## config.mk

```make
export PLATFORM = sky130hd
export DESIGN_NAME = riscv_v_pipe_ctrl
export DESIGN_NICKNAME = d
export VERILOG_FILES = /design/src/rtl/riscv_v_pipe_ctrl.sv
export SDC_FILE = /design/constraint.sdc
export NUM_CORES = 1
export LEC_CHECK = 0
export BUFFER_PORTS_ARGS = -buffer_cell sky130_fd_sc_hd__buf_2
export CAP_MARGIN = 20
export CORE_MARGIN = 3
export CORE_UTILIZATION = 35
export DETAILED_ROUTE_END_ITERATION = 10
export SETUP_SLACK_MARGIN = 0.15
export SLEW_MARGIN = 10
export SYNTH_ARGS = -nofsm -noshare
export SYNTH_HDL_FRONTEND = slang
export SYNTH_SLANG_ARGS = --single-unit
export TNS_END_PERCENT = 20
```

## constraint.sdc

```tcl
create_clock -name clk -period 2 [get_ports clk]
set_clock_uncertainty 0.05 [all_clocks]
set_input_delay 0 -clock clk [delete_from_list [all_inputs] [get_ports clk]]
set_output_delay 0 -clock clk [all_outputs]
set_load 0.05 [all_outputs]
```

## src/rtl/riscv_v_pipe_ctrl.sv

```systemverilog
// riscv_v_pipe_ctrl: stall/flush sequencer for the 5-stage pipeline.
// Drives the en/flush pins of the IF/ID, ID/EX, EX/MEM and MEM/WB stage registers and the PC enable.
// It resolves load-use hazards, taken-branch squashes, multi-cycle EX ops and data-memory wait states.
// It also tracks a valid bit per stage register and keeps a saturating stall-cycle counter.
// Ports:
//   clk, rst        clock, asynchronous active-high reset
//   fetch_valid     IF presents a valid instruction
//   id_rs1/2(_used) source registers of the IF/ID instruction
//   ex_rd, ex_rd_we, ex_is_load, ex_mc_start   ID/EX instruction attributes
//   mc_done         multi-cycle unit result pulse
//   branch_taken    ID/EX redirect
//   mem_stall       data memory wait, freezes whole pipe
//   pc_en, pipe_en, pipe_flush   PC/stage controls; index [0]=IF/ID .. [3]=MEM/WB
//   pipe_valid      valid bit of each stage register
//   mc_busy         waiting on the multi-cycle unit
//   stall_cycles    saturating count of cycles with pc_en low
module riscv_v_pipe_ctrl #(
    parameter int REG_ADDR_WIDTH  = 5,
    parameter int STALL_CNT_WIDTH = 32
) (
    input  logic                       clk,
    input  logic                       rst,
    input  logic                       fetch_valid,
    input  logic [REG_ADDR_WIDTH-1:0]  id_rs1,
    input  logic [REG_ADDR_WIDTH-1:0]  id_rs2,
    input  logic                       id_rs1_used,
    input  logic                       id_rs2_used,
    input  logic [REG_ADDR_WIDTH-1:0]  ex_rd,
    input  logic                       ex_rd_we,
    input  logic                       ex_is_load,
    input  logic                       ex_mc_start,
    input  logic                       mc_done,
    input  logic                       branch_taken,
    input  logic                       mem_stall,
    output logic                       pc_en,
    output logic [3:0]                 pipe_en,
    output logic [3:0]                 pipe_flush,
    output logic [3:0]                 pipe_valid,
    output logic                       mc_busy,
    output logic [STALL_CNT_WIDTH-1:0] stall_cycles
);
    typedef enum logic {RUN, MC_BUSY} state_t;
    localparam logic [STALL_CNT_WIDTH-1:0] CNT_ONE = 1;
    state_t                     state_q, state_d;
    logic                       mc_done_q, mc_done_d;
    logic [3:0]                 valid_q, valid_d;
    logic [STALL_CNT_WIDTH-1:0] stall_q, stall_d;
    logic                       load_use, v_ex, done_any;
    assign v_ex     = valid_q[1];
    assign done_any = mc_done | mc_done_q;
    assign load_use = valid_q[0] & v_ex & ex_is_load & ex_rd_we & (ex_rd != '0) &
                      ((id_rs1_used & (id_rs1 == ex_rd)) | (id_rs2_used & (id_rs2 == ex_rd)));
    always_comb begin
        state_d    = state_q;
        mc_done_d  = mc_done_q;
        pc_en      = 1'b1;
        pipe_en    = 4'b1111;
        pipe_flush = 4'b0000;
        if (rst) begin
            pc_en   = 1'b0;
            pipe_en = 4'b0000;
        end else if (mem_stall) begin
            // a completion arriving while frozen is remembered for when the pipe thaws
            pc_en     = 1'b0;
            pipe_en   = 4'b0000;
            mc_done_d = mc_done_q | ((state_q == MC_BUSY) & mc_done);
        end else if (state_q == MC_BUSY) begin
            if (!done_any) begin
                pc_en      = 1'b0;
                pipe_en    = 4'b1000;
                pipe_flush = 4'b0100;
            end else begin
                state_d   = RUN;
                mc_done_d = 1'b0;
            end
        end else if (v_ex && branch_taken) begin
            pipe_flush = 4'b0011;
        end else if (v_ex && ex_mc_start) begin
            pc_en      = 1'b0;
            pipe_en    = 4'b1000;
            pipe_flush = 4'b0100;
            state_d    = MC_BUSY;
        end else if (load_use) begin
            pc_en      = 1'b0;
            pipe_en    = 4'b1100;
            pipe_flush = 4'b0010;
        end
    end
    // flush dominates enable, mirroring the stage register priority
    always_comb begin
        valid_d[0] = pipe_flush[0] ? 1'b0 : pipe_en[0] ? fetch_valid : valid_q[0];
        for (int i = 1; i < 4; i++)
            valid_d[i] = pipe_flush[i] ? 1'b0 : pipe_en[i] ? valid_q[i-1] : valid_q[i];
    end
    assign stall_d = (!pc_en && stall_q != '1) ? stall_q + CNT_ONE : stall_q;
    always_ff @(posedge clk or posedge rst) begin
        if (rst) begin
            state_q   <= RUN;
            mc_done_q <= 1'b0;
            valid_q   <= 4'b0000;
            stall_q   <= '0;
        end else begin
            state_q   <= state_d;
            mc_done_q <= mc_done_d;
            valid_q   <= valid_d;
            stall_q   <= stall_d;
        end
    end
    assign pipe_valid   = valid_q;
    assign mc_busy      = (state_q == MC_BUSY);
    assign stall_cycles = stall_q;
endmodule

```

==> results.json, run 1 <==
{
  "outcome": "finished, final reports clean",
  "yosysSeqAreaShare_pct": 41.6,
  "drt-total-wl_um": 6010,
  "drtIter0Drc": 77,
  "grt_pass1_vias": 1932,
  "antenna_found_initial": 0,
  "portBuffers": 70,
  "avgSynthCellArea_um2": 10.8,
  "die-area_um2": 7540,
  "worst_slew_pin_slew_ps": 608,
  "start_util_pct": 37.3,
  "num_io_pins": 72,
  "clock-sinks": 38,
  "hp-class": "in -> reg",
  "wl_per_cell_um": 15.4,
  "die_w_um": 86.8,
  "synth_nets": 238,
  "cts_made_buffers": 5,
  "die_y_um": 86.8,
  "root_buffer": "clkbuf_8",
  "finalHoldViolations": 0,
  "fmax_ghz": 0.526,
  "clock_latency_ps": 300,
  "period_share_pct": 95.1,
  "num_vias": 1952,
  "synthArstFlopShare_pct": 100,
  "final_max_slew_viol_count": 0,
  "dp.cells": 363,
  "final-setup-viol-count": 0,
  "nFillCells": 552,
  "relSlewSlack_pct": 59.4,
  "dpl_cell_area_um2": 2860,
  "critPathCaptureType": "flip-flop",
  "maxCapViolCount": 0,
  "hpwl_um": 4160,
  "fin_crit_ps": 1900,
  "syn_area_um2": 2290,
  "finalNonFillerCells": 389,
  "grt_usage_pct": 15.8,
  "critPathKind": "reg -> reg",
  "critPathSlowestCell": "dfrtp_2",
  "ys_seq_elements": 38,
  "synth_edf_count": 0,
  "worstSetupStartpointType": "flip-flop",
  "slowest_delay_ps": 430,
  "cp_num_buf_inv": 1,
  "multi_input_area_um2": 1370,
  "grt_max_degree": 26,
  "drcViolationCount": 0,
  "cp_max_fo": 10,
  "final_area_um2": 3330,
  "placement_rows": 28,
  "routabilityCongestion": 0.839,
  "critPathTopFamily": "simple AND/OR/NAND/NOR gates",
  "diodes": 0,
  "regArea_um2": 982,
  "drt_first_pass_iters": 4,
  "nets": 340,
  "total_power_mw": 3.62,
  "htree_levels": 2,
  "cts_tree": "built",
  "clk_path_buf_depth": 2,
  "ys.flop_type": "dfrtp_1",
  "path_cells": "nand4b_1 > a21oi_2 > a41oi_4 > buf_4 > nor4_2 > xor2_1",
  "critical_path_arrival_ps": 2060,
  "fin_util_pct": 54.2,
  "grt_pass1_wl_um": 9290,
  "synthCells": 211,
  "viasPerCell": 5.02,
  "ant_nets": 0,
  "ys_warn_count": 0,
  "grt-ovfl-total": 0,
  "powerDensity_nw_per_um2": 1090,
  "core_um2": 6130,
  "crit_required_ps": 2160,
  "power_leakage_nw": 1.38,
  "ys_types": 39,
  "drive_gt1_share_pct": 59.9,
  "rsz0062_at_grt": "yes",
  "ir_worst_vdd_uv": 716,
  "area_delta_synth_final_pct": 45.5,
  "clk_pin_slew_ps": 80
}
-- layout make-up --
cell class	count	area share, %
clock buffers	6	2.48
well taps	75	2.82
inverters	5	0.564
clock inverters	2	0.376
repair buffers	109	23.0
flip-flops and latches	38	29.5
multi-input cells	154	41.2
-- power breakdown --
group          internal (mW)  leakage (nW)  switching (mW)
clock network          0.277        0.0472           0.295
registers              0.986         0.406           0.206
logic                  0.608         0.929            1.25
-- cells in the mapped netlist (all sizes together) (2+ instances only) --
master | number | area share (%)
and3 | 2 | 0.55
nand2 | 19 | 3.1
nor2 | 12 | 2.2
nor4 | 14 | 7.7
inv | 5 | 0.82
a31oi | 2 | 0.55
xnor2 | 11 | 4.2
xor2 | 30 | 11
clkbuf | 3 | 0.55
buf | 11 | 4.1
nor4b | 4 | 2.6
nor3 | 15 | 5.5
nand4 | 9 | 2.7
mux2 | 2 | 1.1
a21oi | 3 | 0.66
dfrtp | 38 | 42
nand3 | 12 | 2.6
and4 | 6 | 2.4
-- per-stage QoR --
| step | worst slack [ps] | setup TNS (ps) | hold slack, ps |
|---|---|---|---|
| after global placement | 128 | 0 | 80.1 |
| after global routing | 9.94 | 0 | 129 |
| after detailed placement | 75.7 | 0 | 90.5 |
| final | 98.3 | 0 | 115 |
| after floorplan | -60.8 | -1320 | 60.8 |
| after CTS | 94.4 | 0 | 104 |
-- state kept, by name, indices dropped and copies added, names as in the netlist --
| register | flops |
|---|---|
| stall_cycles | 32 |
| mc_done_q | 1 |
| pipe_valid | 4 |
| mc_busy | 1 |
-- cells by family (layout without fill, tap and decap cells) --
logic type	after synthesis	after routing	share of synthesized area (%)
AOI/OAI and AO/OA	9	9	3.56
xor gates and xnor gates	41	41	15.7
adders and majority gates	1	1	0.547
buffers and inverters	19	122	5.47
DFF	38	38	41.6
muxes	3	3	1.59
other	1	1	0.164
and+or+nand+nor	99	99	31.4
-- final timing paths --
path                                       start  cells past startpoint  slack, ps               end
worst max-delay path                     mc_busy                      6        100   stall_cycles[5]
worst min-delay path                 ex_mc_start                      4        110     pipe_valid[1]
worst max register to register           mc_busy                      6        100   stall_cycles[5]
worst min register to register  stall_cycles[15]                      1        420  stall_cycles[15]
max in group asynchronous                    rst                      4        800  stall_cycles[20]
min in group asynchronous                    rst                      3        290         mc_done_q
-- placed cells by master, fill, tap and decap left out, drive strengths merged, types with 2 or more instances in the layout --
master and instances:
a21oi 3, a31oi 2, and3 2, and4 6, buf 103, clkbuf 8, dfrtp 38, dlygate4sd3 4
inv 5, mux2 2, nand2 19, nand3 12, nand4 9, nor2 12, nor3 15, nor4 14
nor4b 4, xnor2 11, xor2 30
-- worst reg2reg max path, stage by stage, from the launching register on --
cell and delay (ps):
dfrtp_2 430, nand4b_1 190, a21oi_2 200, a41oi_4 190, buf_4 240, nor4_2 330
xor2_1 190
-- timing repair --
action,in CTS,in global routing
setup endpoints to repair,25,35
pin swaps,3,10
hold buffers,4,0
endpoints found under the hold margin,17,0
buffers inserted,5,6
cloned,1,2
gates resized for setup,14,16
-- metal layers --
layer  wire length [um]  share of wire (%)  track usage [%]
met4                 78                1.3             4.53
met2               2900                 48             26.4
met5                  0                  0                0
met1               2670                 44             20.1
met3                355                5.9             3.80
Power figures use the tool's default switching activity.
==> inputs of run 2 (changes only) <==
--- a/config.mk
+++ b/config.mk
@@ -9,7 +9,9 @@
 export CAP_MARGIN = 20
 export CORE_MARGIN = 3
 export CORE_UTILIZATION = 35
+export CTS_CLUSTER_SIZE = 30
 export DETAILED_ROUTE_END_ITERATION = 10
+export GPL_TIMING_DRIVEN = 0
 export SETUP_SLACK_MARGIN = 0.15
 export SLEW_MARGIN = 10
 export SYNTH_ARGS = -nofsm -noshare
==> run 2 against run 1 <==
Against the previous run: the flow now finishes with violations (setup timing); die area stayed put; clock-buffer cell count is 1 lower; utilization is 4.8 points higher; fmax is 7.8% lower; routed wire length is 7.9% higher; register-to-register slack worse by 160 ps; via count is 2.1% higher; worst setup slack worse by 160 ps; sequential share of layout area is 2.4 points lower; sequential power hardly changed.
==> results.json, run 2 (synthesized netlist as in run 1, its figures left out) <==
{
  "finalNonFillerCells": 401,
  "clk_pin_slew_ps": 90,
  "multi_input_area_um2": 1430,
  "cts_made_buffers": 5,
  "drt_first_pass_iters": 4,
  "htree_levels": 2,
  "finalHoldViolations": 0,
  "period_share_pct": 103,
  "antenna_found_initial": 0,
  "nets": 352,
  "powerDensity_nw_per_um2": 1120,
  "grt-ovfl-total": 0,
  "largest_reg_flops": 32,
  "critPathCaptureType": "flip-flop",
  "clk_path_buf_depth": 2,
  "hpwl_um": 4000,
  "final_max_slew_viol_count": 0,
  "worst_hold_path.num_cells": 4,
  "final-setup-viol-count": 1,
  "diodes": 0,
  "violations": "setup timing",
  "num_io_pins": 72,
  "reg2reg_depth": 8,
  "maxCapViolCount": 0,
  "regArea_um2": 982,
  "cts_tree": "built",
  "root_buffer": "clkbuf_8",
  "die-area_um2": 7540,
  "die_w_um": 86.8,
  "drcViolationCount": 0,
  "critPathKind": "reg -> reg",
  "nFillCells": 491,
  "fin_crit_ps": 2060,
  "worstSetupStartpointType": "flip-flop",
  "ir_worst_vdd_uv": 1080,
  "drtIter0Drc": 64,
  "outcome": "finished with violations",
  "drt-total-wl_um": 6480,
  "fmax_ghz": 0.485,
  "core_um2": 6130,
  "area_delta_synth_final_pct": 58.3,
  "clock-sinks": 38,
  "hp-class": "in -> reg",
  "start_util_pct": 37.3,
  "grt_max_degree": 29,
  "power_leakage_nw": 1.48,
  "grt_pass1_wl_um": 9990,
  "ff2ff_setup_slack_ps": -60,
  "final_common_cell": "buf_2",
  "ant_nets": 0,
  "wl_per_cell_um": 16.2,
  "portBuffers": 70,
  "fin_hold_ws_ps": 82.5,
  "setup_ws_ps": -63.7,
  "grt_usage_pct": 17.3,
  "critical_path_arrival_ps": 2230,
  "viasPerCell": 4.97,
  "clock_latency_ps": 300,
  "routabilityCongestion": 0.730,
  "min_from": "branch_taken",
  "placement_rows": 28,
  "crit_required_ps": 2160,
  "finalSetupTns_ps": -63.7,
  "dp.cells": 357,
  "die_y_um": 86.8,
  "r2r_end": "stall_cycles[25]",
  "num_vias": 1993,
  "drive_gt1_share_pct": 61.7,
  "grt_pass1_vias": 1958,
  "layout_common_cells": "buf_2 (66), buf_4 (29), xor2_1 (29), dfrtp_2 (25), nand2_1 (19)",
  "r2r-start": "stall_cycles[9]",
  "cp_max_fo": 6,
  "rsz0062_at_grt": "yes",
  "hold_path_end": "pipe_valid[0]"
}
[run 2: what timing repair did]
action                                 CTS  global route
setup buffers                           22             7
setup endpoints to repair               36            37
endpoints found under the hold margin   42             0
resized for setup                       40            28
pin swaps                                7            31
hold buffers                             4             0
cloned                                   2             1
[run 2: worst max-delay path, stage by stage (launching register included)]
cell and delay, ps:
dfrtp_2 430, and3_4 190, buf_8 110, and4_1 190
buf_6 120, and4_4 170, buf_12 150, nor4_4 330
xor2_2 230
[run 2: worst max path at each step]
stage | startpoint | to | slack [ps] | cells past startpoint
finish | stall_cycles[9] | stall_cycles[25] | -60 | 8
CTS | stall_cycles[20] | stall_cycles[3] | 40 | 8
detailed placement | mc_busy | stall_cycles[25] | -90 | 6
global route | mc_busy | stall_cycles[25] | -80 | 7
floorplan | stall_cycles[11] | stall_cycles[1] | -60 | 8
global placement | stall_cycles[2] | stall_cycles[31] | -50 | 5
[run 2: power by group]
group | switching, mW | total (mW) | internal [mW]
combinational | 1.34 | 2.05 | 0.710
sequential | 0.187 | 1.17 | 0.986
clock | 0.316 | 0.816 | 0.500
total | 1.84 | 4.04 | 2.20
[run 2: area by class of cell]
| cell class | count | share of cell area, % |
|---|---|---|
| flip-flops and latches | 38 | 27.1 |
| multi-input cells | 154 | 39.6 |
| clock inverters | 3 | 1.90 |
| clock buffers | 5 | 1.90 |
| inverters | 5 | 0.519 |
| plain buffers | 14 | 5.36 |
| well taps | 75 | 2.59 |
| repair buffers | 107 | 21.0 |
[run 2: routing by layer]
metal / GRT usage, % / vias to the layer above / share of wire (%)
met5: 0 / - / 0
met4: 7.65 / 0 / 2.9
met3: 3.90 / 12 / 6.2
met2: 27.8 / 63 / 48
met1: 22.1 / 945 / 43
li1: - / 973 / -
[run 2: metrics by stage]
step	setup slack, ps	cell area, um2	power (mW)	util [%]
6_report	-63.7	3620	4.04	59.0
5_1_grt	-78.6	3620	4.22	59.0
4_1_cts	35.7	3420	3.90	55.7
3_5_place_dp	-94.1	2820	2.79	46.0
3_3_place_gp	-52.0	2800	2.77	45.7
2_1_floorplan	-60.8	2360	2.41	-
